`src/rtl/fwd_scoreboard_pkg.sv`:
```
// Shared constants and tracker entry type for the forwarding scoreboard.
package fwd_pkg;

    localparam int unsigned FWD_ADDR_W = 5;
    localparam int unsigned FWD_LAT_W  = 2;

    localparam int unsigned SEL_RF   = 0;
    localparam int unsigned LAT_ALU  = 1;
    localparam int unsigned LAT_LOAD = 2;

    typedef struct packed {
        logic                  valid;
        logic [FWD_ADDR_W-1:0] rd;
        logic [FWD_LAT_W-1:0]  lat;
    } fwd_entry_t;

endpackage

```
`src/rtl/fwd_scoreboard_if.sv`:
```
// Issue/operand bundle of the forwarding scoreboard.
// FWD_SCOREBOARD_STATS_EN adds the forward/stall event counters.
interface fwd_scoreboard_if #(
    parameter int unsigned NUM_SRC = 2,
    parameter int unsigned DEPTH   = 3,
    parameter int unsigned ADDR_W  = 5,
    parameter int unsigned LAT_W   = 2,
    parameter int unsigned SEL_W   = $clog2(DEPTH + 1)
);
    logic                      hold_i;
    logic                      flush_i;
    logic                      iss_valid_i;
    logic                      iss_wen_i;
    logic [ADDR_W-1:0]         iss_rd_i;
    logic [LAT_W-1:0]          iss_lat_i;
    logic [NUM_SRC*ADDR_W-1:0] src_addr_i;
    logic [NUM_SRC*SEL_W-1:0]  src_sel_o;
    logic                      stall_o;
`ifdef FWD_SCOREBOARD_STATS_EN
    logic [31:0]               fwd_cnt_o;
    logic [31:0]               stall_cnt_o;

    modport master (
        output hold_i, flush_i, iss_valid_i, iss_wen_i, iss_rd_i, iss_lat_i, src_addr_i,
        input  src_sel_o, stall_o, fwd_cnt_o, stall_cnt_o
    );
    modport slave (
        input  hold_i, flush_i, iss_valid_i, iss_wen_i, iss_rd_i, iss_lat_i, src_addr_i,
        output src_sel_o, stall_o, fwd_cnt_o, stall_cnt_o
    );
`else
    modport master (
        output hold_i, flush_i, iss_valid_i, iss_wen_i, iss_rd_i, iss_lat_i, src_addr_i,
        input  src_sel_o, stall_o
    );
    modport slave (
        input  hold_i, flush_i, iss_valid_i, iss_wen_i, iss_rd_i, iss_lat_i, src_addr_i,
        output src_sel_o, stall_o
    );
`endif
endinterface

```
`src/rtl/fwd_scoreboard_match.sv`:
```
// Priority search of the tracker for one source operand: youngest matching
// producer decides between a bypass select and a not-ready flag.
module fwd_match
    import fwd_pkg::*;
#(
    parameter int unsigned DEPTH  = 3,
    parameter int unsigned ADDR_W = FWD_ADDR_W,
    parameter int unsigned SEL_W  = $clog2(DEPTH + 1)
) (
    input  fwd_entry_t        trk [DEPTH],
    input  logic [ADDR_W-1:0] src,
    output logic [SEL_W-1:0]  sel,
    output logic              not_ready
);
    logic                 found;
    logic [FWD_LAT_W-1:0] eff_lat;

    always_comb begin
        sel       = '0;
        not_ready = 1'b0;
        found     = 1'b0;
        eff_lat   = '0;
        for (int unsigned i = 0; i < DEPTH; i++) begin
            if (!found && trk[i].valid && (trk[i].rd == src) && (src != '0)) begin
                found = 1'b1;
                // a zero latency tag behaves as an ALU result
                eff_lat = (trk[i].lat == '0) ? FWD_LAT_W'(LAT_ALU) : trk[i].lat;
                if (32'(eff_lat) <= i + 1)
                    sel = SEL_W'(i + 1);
                else
                    not_ready = 1'b1;
            end
        end
    end

endmodule

```
`src/rtl/fwd_scoreboard.sv`:
```
// Forwarding / load-use hazard unit over DEPTH post-EX stages.
// FWD_SCOREBOARD_STATS_EN adds saturating forward and stall counters.
module fwd_scoreboard
    import fwd_pkg::*;
#(
    parameter int unsigned NUM_SRC = 2,
    parameter int unsigned DEPTH   = 3,
    parameter int unsigned ADDR_W  = FWD_ADDR_W,
    parameter int unsigned LAT_W   = FWD_LAT_W,
    parameter int unsigned SEL_W   = $clog2(DEPTH + 1)
) (
    input logic            clk_i,
    input logic            rst_i,
    fwd_scoreboard_if.slave bus
);
    fwd_entry_t               trk [DEPTH];
    logic [NUM_SRC-1:0]       not_ready;
    logic [NUM_SRC*SEL_W-1:0] sel_bus;
    logic                     stall;

    for (genvar j = 0; j < NUM_SRC; j++) begin : g_op
        fwd_match #(
            .DEPTH (DEPTH),
            .ADDR_W(ADDR_W),
            .SEL_W (SEL_W)
        ) u_match (
            .trk      (trk),
            .src      (bus.src_addr_i[j*ADDR_W +: ADDR_W]),
            .sel      (sel_bus[j*SEL_W +: SEL_W]),
            .not_ready(not_ready[j])
        );
    end

    assign stall         = bus.iss_valid_i & (|not_ready);
    assign bus.stall_o   = stall;
    assign bus.src_sel_o = sel_bus;

    always_ff @(posedge clk_i or posedge rst_i) begin
        if (rst_i) begin
            for (int unsigned k = 0; k < DEPTH; k++)
                trk[k] <= '0;
        end else if (!bus.hold_i) begin
            for (int unsigned k = 1; k < DEPTH; k++)
                trk[k] <= trk[k-1];
            trk[0].valid <= bus.iss_valid_i & bus.iss_wen_i & (bus.iss_rd_i != '0)
                            & ~bus.flush_i & ~stall;
            trk[0].rd    <= bus.iss_rd_i;
            trk[0].lat   <= bus.iss_lat_i;
        end
    end

`ifdef FWD_SCOREBOARD_STATS_EN
    logic [31:0] fwd_cnt;
    logic [31:0] stall_cnt;

    always_ff @(posedge clk_i or posedge rst_i) begin
        if (rst_i) begin
            fwd_cnt   <= '0;
            stall_cnt <= '0;
        end else if (!bus.hold_i) begin
            if (bus.iss_valid_i && (sel_bus != '0) && (fwd_cnt != '1))
                fwd_cnt <= fwd_cnt + 32'd1;
            if (stall && (stall_cnt != '1))
                stall_cnt <= stall_cnt + 32'd1;
        end
    end

    assign bus.fwd_cnt_o   = fwd_cnt;
    assign bus.stall_cnt_o = stall_cnt;
`endif

endmodule

```
`src/flat_wrapper.sv`:
```
// flat-port wrapper written by rule: the top's interface ports become plain ports
module fwd_scoreboard_flat import fwd_pkg::*;
#(
    parameter int unsigned NUM_SRC = 2,
    parameter int unsigned DEPTH   = 3,
    parameter int unsigned ADDR_W  = FWD_ADDR_W,
    parameter int unsigned LAT_W   = FWD_LAT_W,
    parameter int unsigned SEL_W   = $clog2(DEPTH + 1)
)
  (clk_i, rst_i, bus_hold_i, bus_flush_i, bus_iss_valid_i, bus_iss_wen_i, bus_iss_rd_i, bus_iss_lat_i, bus_src_addr_i, bus_src_sel_o, bus_stall_o);
  fwd_scoreboard_if #(.NUM_SRC(NUM_SRC), .DEPTH(DEPTH), .ADDR_W(ADDR_W), .LAT_W(LAT_W), .SEL_W(SEL_W)) bus_i ();
  input logic clk_i;
  input logic rst_i;
  input wire logic [$bits(bus_i.hold_i)-1:0] bus_hold_i;
  input wire logic [$bits(bus_i.flush_i)-1:0] bus_flush_i;
  input wire logic [$bits(bus_i.iss_valid_i)-1:0] bus_iss_valid_i;
  input wire logic [$bits(bus_i.iss_wen_i)-1:0] bus_iss_wen_i;
  input wire logic [$bits(bus_i.iss_rd_i)-1:0] bus_iss_rd_i;
  input wire logic [$bits(bus_i.iss_lat_i)-1:0] bus_iss_lat_i;
  input wire logic [$bits(bus_i.src_addr_i)-1:0] bus_src_addr_i;
  output wire logic [$bits(bus_i.src_sel_o)-1:0] bus_src_sel_o;
  output wire logic [$bits(bus_i.stall_o)-1:0] bus_stall_o;
  assign bus_i.hold_i = bus_hold_i;
  assign bus_i.flush_i = bus_flush_i;
  assign bus_i.iss_valid_i = bus_iss_valid_i;
  assign bus_i.iss_wen_i = bus_iss_wen_i;
  assign bus_i.iss_rd_i = bus_iss_rd_i;
  assign bus_i.iss_lat_i = bus_iss_lat_i;
  assign bus_i.src_addr_i = bus_src_addr_i;
  assign bus_src_sel_o = bus_i.src_sel_o;
  assign bus_stall_o = bus_i.stall_o;
  fwd_scoreboard #(.NUM_SRC(NUM_SRC), .DEPTH(DEPTH), .ADDR_W(ADDR_W), .LAT_W(LAT_W), .SEL_W(SEL_W)) u_core (.clk_i(clk_i), .rst_i(rst_i), .bus(bus_i));
endmodule
```
`config.mk`:
```
export PLATFORM = sky130hd
export DESIGN_NAME = fwd_scoreboard_flat
export DESIGN_NICKNAME = d
export VERILOG_FILES = /design/src/rtl/fwd_scoreboard_pkg.sv /design/src/rtl/fwd_scoreboard_if.sv /design/src/rtl/fwd_scoreboard_match.sv /design/src/rtl/fwd_scoreboard.sv /design/src/flat_wrapper.sv
export SDC_FILE = /design/constraint.sdc
export NUM_CORES = 1
export LEC_CHECK = 0
export CAP_MARGIN = 40
export CORE_UTILIZATION = 25
export CTS_CLUSTER_SIZE = 14
export DETAILED_ROUTE_END_ITERATION = 8
export PLACE_DENSITY = 0.47
export SYNTH_ARGS = -nofsm -noshare
export SYNTH_HDL_FRONTEND = slang
export SYNTH_SLANG_ARGS = --single-unit
```
`constraint.sdc`:
```
create_clock -name clk_i -period 2.5 [get_ports clk_i]
set_input_delay 0.625 -clock clk_i [delete_from_list [all_inputs] [get_ports clk_i]]
set_output_delay 0.625 -clock clk_i [all_outputs]
set_load 0.05 [all_outputs]
```
==> metrics.md, run 1 <==
| Metric | Value |
|---|---|
| Top flop regs | `u_core.trk x22` |
| Overall die height | `74.84 um` |
| Worst skew pair latency | `0.27 ns` |
| Multi-input gate area | `850.8 um^2` |
| Initial antenna violation count | `0` |
| Avg Inst Size Synth | `11.63 um^2` |
| Critical Path AT | `around 2.3 ns` |
| Dpl ws | `-0.8541 ns` |
| Status | `finished with violations` |
| Share of the synthesized area in the top cell type | `41.51%` |
| Count of final hold-check violations | `0` |
| Die X | `74.84 um` |
| Diodes inserted | `0` |
| Final WS setup | `-0.4468 ns` |
| Post-synthesis cell area | `1326 um^2` |
| Worst-path fanout max | `2` |
| Layout cells sized above 1 | `just under 50%` |
| Reg area | `550.5 um^2` |
| Synth warn | `0` |
| Maxcap violations | `0` |
| Slew HR | `81.07%` |
| Peak VDD IR | `0.0001850 V` |
| Post-Syn Instances | `114` |
| GR Util met3 | `approximately 1.2%` |
| Clk root buf | `clkbuf_8` |
| Grt met2 use | `23.82%` |
| Failing checks | `negative setup slack` |
| Gr busiest metal | `met2` |
| Vias in the first global route | `1177` |
| Port Buf Inserts | `27` |
| Syn nets | `137` |
| Via Count | `1062` |
| Worst EP required | `around 1.9 ns` |
| Most frequent CP cell | `or4_4` |
| Worst path max stage delay | `0.54 ns` |
| Seq/Total Area, Yosys | `41.51%` |
| RSZ-0062 raised after global routing | `yes` |
| Initial core utilization | `between 20% and 30%` |
| DR WL/cell | `around 14 um` |
| Die ar. | `5600 um^2` |
| Tmin final | `between 2 and 3 ns` |
| Initial DRC count | `35` |
| Max reg flops | `22` |
| CP Capture Type | `output port` |
| Leak | `0.0008023 uW` |
| Layout Area Growth over Synthesis | `55.09%` |
| Worst Tran Pin Value | `0.2839 ns` |
| # nets final | `195` |
| Layout fillers | `around 510` |
| Total GRT Usage | `13.51%` |
| Pin count of the biggest net entering global routing | `23` |
| CTS Buffer Depth | `2` |
| R2R Setup Slk | `0.75 ns` |
| Clk slew on worst S/H paths | `roughly 0.080 ns` |
| H-tree depth | `1` |
| Dominant cell type by area after synthesis | `dfrtp_1` |
| CP Cell Sequence | `buf_6 > or4_4 > nor2_4 > nor4_4 > or4_4 > mux2i_4 > buf_12` |
| Gpl congestion | `0.8380` |
| Yosys reg bits | `22` |
| TritonCTS buffer count | `3` |
| Total power | `997.3 uW` |
| CP Buf/Inv Count | `2` |
| CP top delay family | `simple AND/OR/NAND/NOR gates` |
| Antenna-violating nets left | `0` |
| Routed WL | `3336 um` |
| Met1 usage | `16.92%` |
| Clock skew | `about 0.0018 ns` |
| Top post-synthesis cells by area | `dfrtp_1, mux2_2, xnor2_1` |
| Hold_buf cts | `0` |
| DPL Wire Length | `2792 um` |
| Rows | `26` |
| Peak Freq | `between 300 and 400 MHz` |
| First-pass DRT Iterations | `4` |
| # setup viols final | `5` |
| Top reg by flops | `u_core.trk` |
| Slowest CP cell | `or4_4` |
| Hold/Removal Path Class | `reg -> reg` |
| Remaining DRCs | `0` |
| Period utilization | `117.9%` |
| Critical path class | `in -> out` |
| Clock Sinks | `22` |
| Post-synth cell types | `21` |
| Core ar. | `5107 um^2` |
| Via density | `4.407` |
| CP Launch Type | `input port` |
| PwrDens | `484.9 nW/um^2` |
| Max-slew violation count | `0` |
| First-pass GRT wire length | `5547 um` |
| I/O pins | `28` |
| TritonCTS clock tree | `done` |
| GRT overflow | `0` |
power by group:
| part | switching (uW) | internal (uW) | leakage (uW) |
|---|---|---|---|
| sequential | 58.6 | 404 | 0.000263 |
| combinational | 109 | 168 | 0.000510 |
| clock | 117 | 141 | 0.0000288 |
| total | 285 | 712 | 0.000802 |
cell usage in the layout (no fill, tap or decap), types with 2 or more instances in the layout:
cell type / instances
or4_4: 4
clkdlybuf4s50_1: 12
nand2_1: 8
buf_6: 3
xnor2_2: 2
buf_12: 5
nor4_4: 2
a21oi_4: 2
buf_4: 28
mux2_2: 21
buf_2: 5
mux2i_4: 2
nor2_4: 2
xnor2_1: 24
dfrtp_1: 22
nor3_1: 2
nand4_1: 6
o21ai_0: 3
xor2_1: 4
clkbuf_8: 4
synth_stat cells (all sizes together):
cell / instances
a21oi: 2
nand2: 8
nor4bb: 1
nand4: 6
o21ai: 4
mux2i: 2
nor2: 2
dfrtp: 22
nor3: 2
inv: 1
xnor2: 26
a22oi: 1
buf: 2
mux2: 21
nor4: 2
xor2: 4
and2: 1
or3: 2
or4: 5
metrics by stage:
stage          hold slack [ns]  std cells  util (%)  area [um^2]  TNS, ns
4_1_cts                 0.5181        241     39.91         2038   -2.406
3_5_place_dp            0.4997        235     38.61         1972   -4.230
3_3_place_gp            0.4857        235     38.61         1972   -4.248
6_report                0.5131        241     40.27         2057   -2.075
5_1_grt                 0.5369        241     40.27         2057   -2.281
2_1_floorplan           0.4750        114         -         1376   -1.488
cell families after synthesis:
| logic type | synth area share, % |
|---|---|
| compound gates | 2.830 |
| xor+xnor | 19.81 |
| buf+inv | 0.8490 |
| flops | 41.51 |
| simple gates | 15.66 |
| mux | 19.34 |
final timing paths:
kind | from | end | cells after the start
hold reg to reg | u_core.trk[16] | u_core.trk[8] | 1
max in group asynchronous | rst_i | u_core.trk[3] | 3
setup / recovery | bus_src_addr_i[3] | bus_src_sel_o[0] | 7
min in group asynchronous | rst_i | u_core.trk[16] | 3
hold / removal | u_core.trk[16] | u_core.trk[8] | 1
setup reg to reg | u_core.trk[13] | u_core.trk[23] | 7
layout make-up:
class / count / share of cell area, %
clock buffers: 4 / 2.676
inverters: 1 / 0.1825
multi-input cells: 89 / 41.36
flip-flops and latches: 22 / 26.76
well taps: 70 / 4.258
repair buffers: 55 / 24.76
layer usage:
layer,share of wire (%),routed length (um),vias to the layer above
met4,2.0,67,0
met3,2.2,74,5
li1,-,-,521
met2,50,1669,23
met1,46,1524,513
met5,0,0,-
timing repair:
action	in CTS	in global routing
buffers inserted	2	0
gates resized for setup	43	3
pin swaps	9	7
endpoints found under the setup margin	5	5
Note: power is estimated with default switching activity, not from simulation.
==> run 2, diff against run 1 <==
--- a/config.mk
+++ b/config.mk
@@ -5,7 +5,6 @@
 export SDC_FILE = /design/constraint.sdc
 export NUM_CORES = 1
 export LEC_CHECK = 0
-export CAP_MARGIN = 40
 export CORE_UTILIZATION = 25
 export CTS_CLUSTER_SIZE = 14
 export DETAILED_ROUTE_END_ITERATION = 8
==> results of run 2 <==
No change in the layout: final DEF, timing and power equal those of run 1.
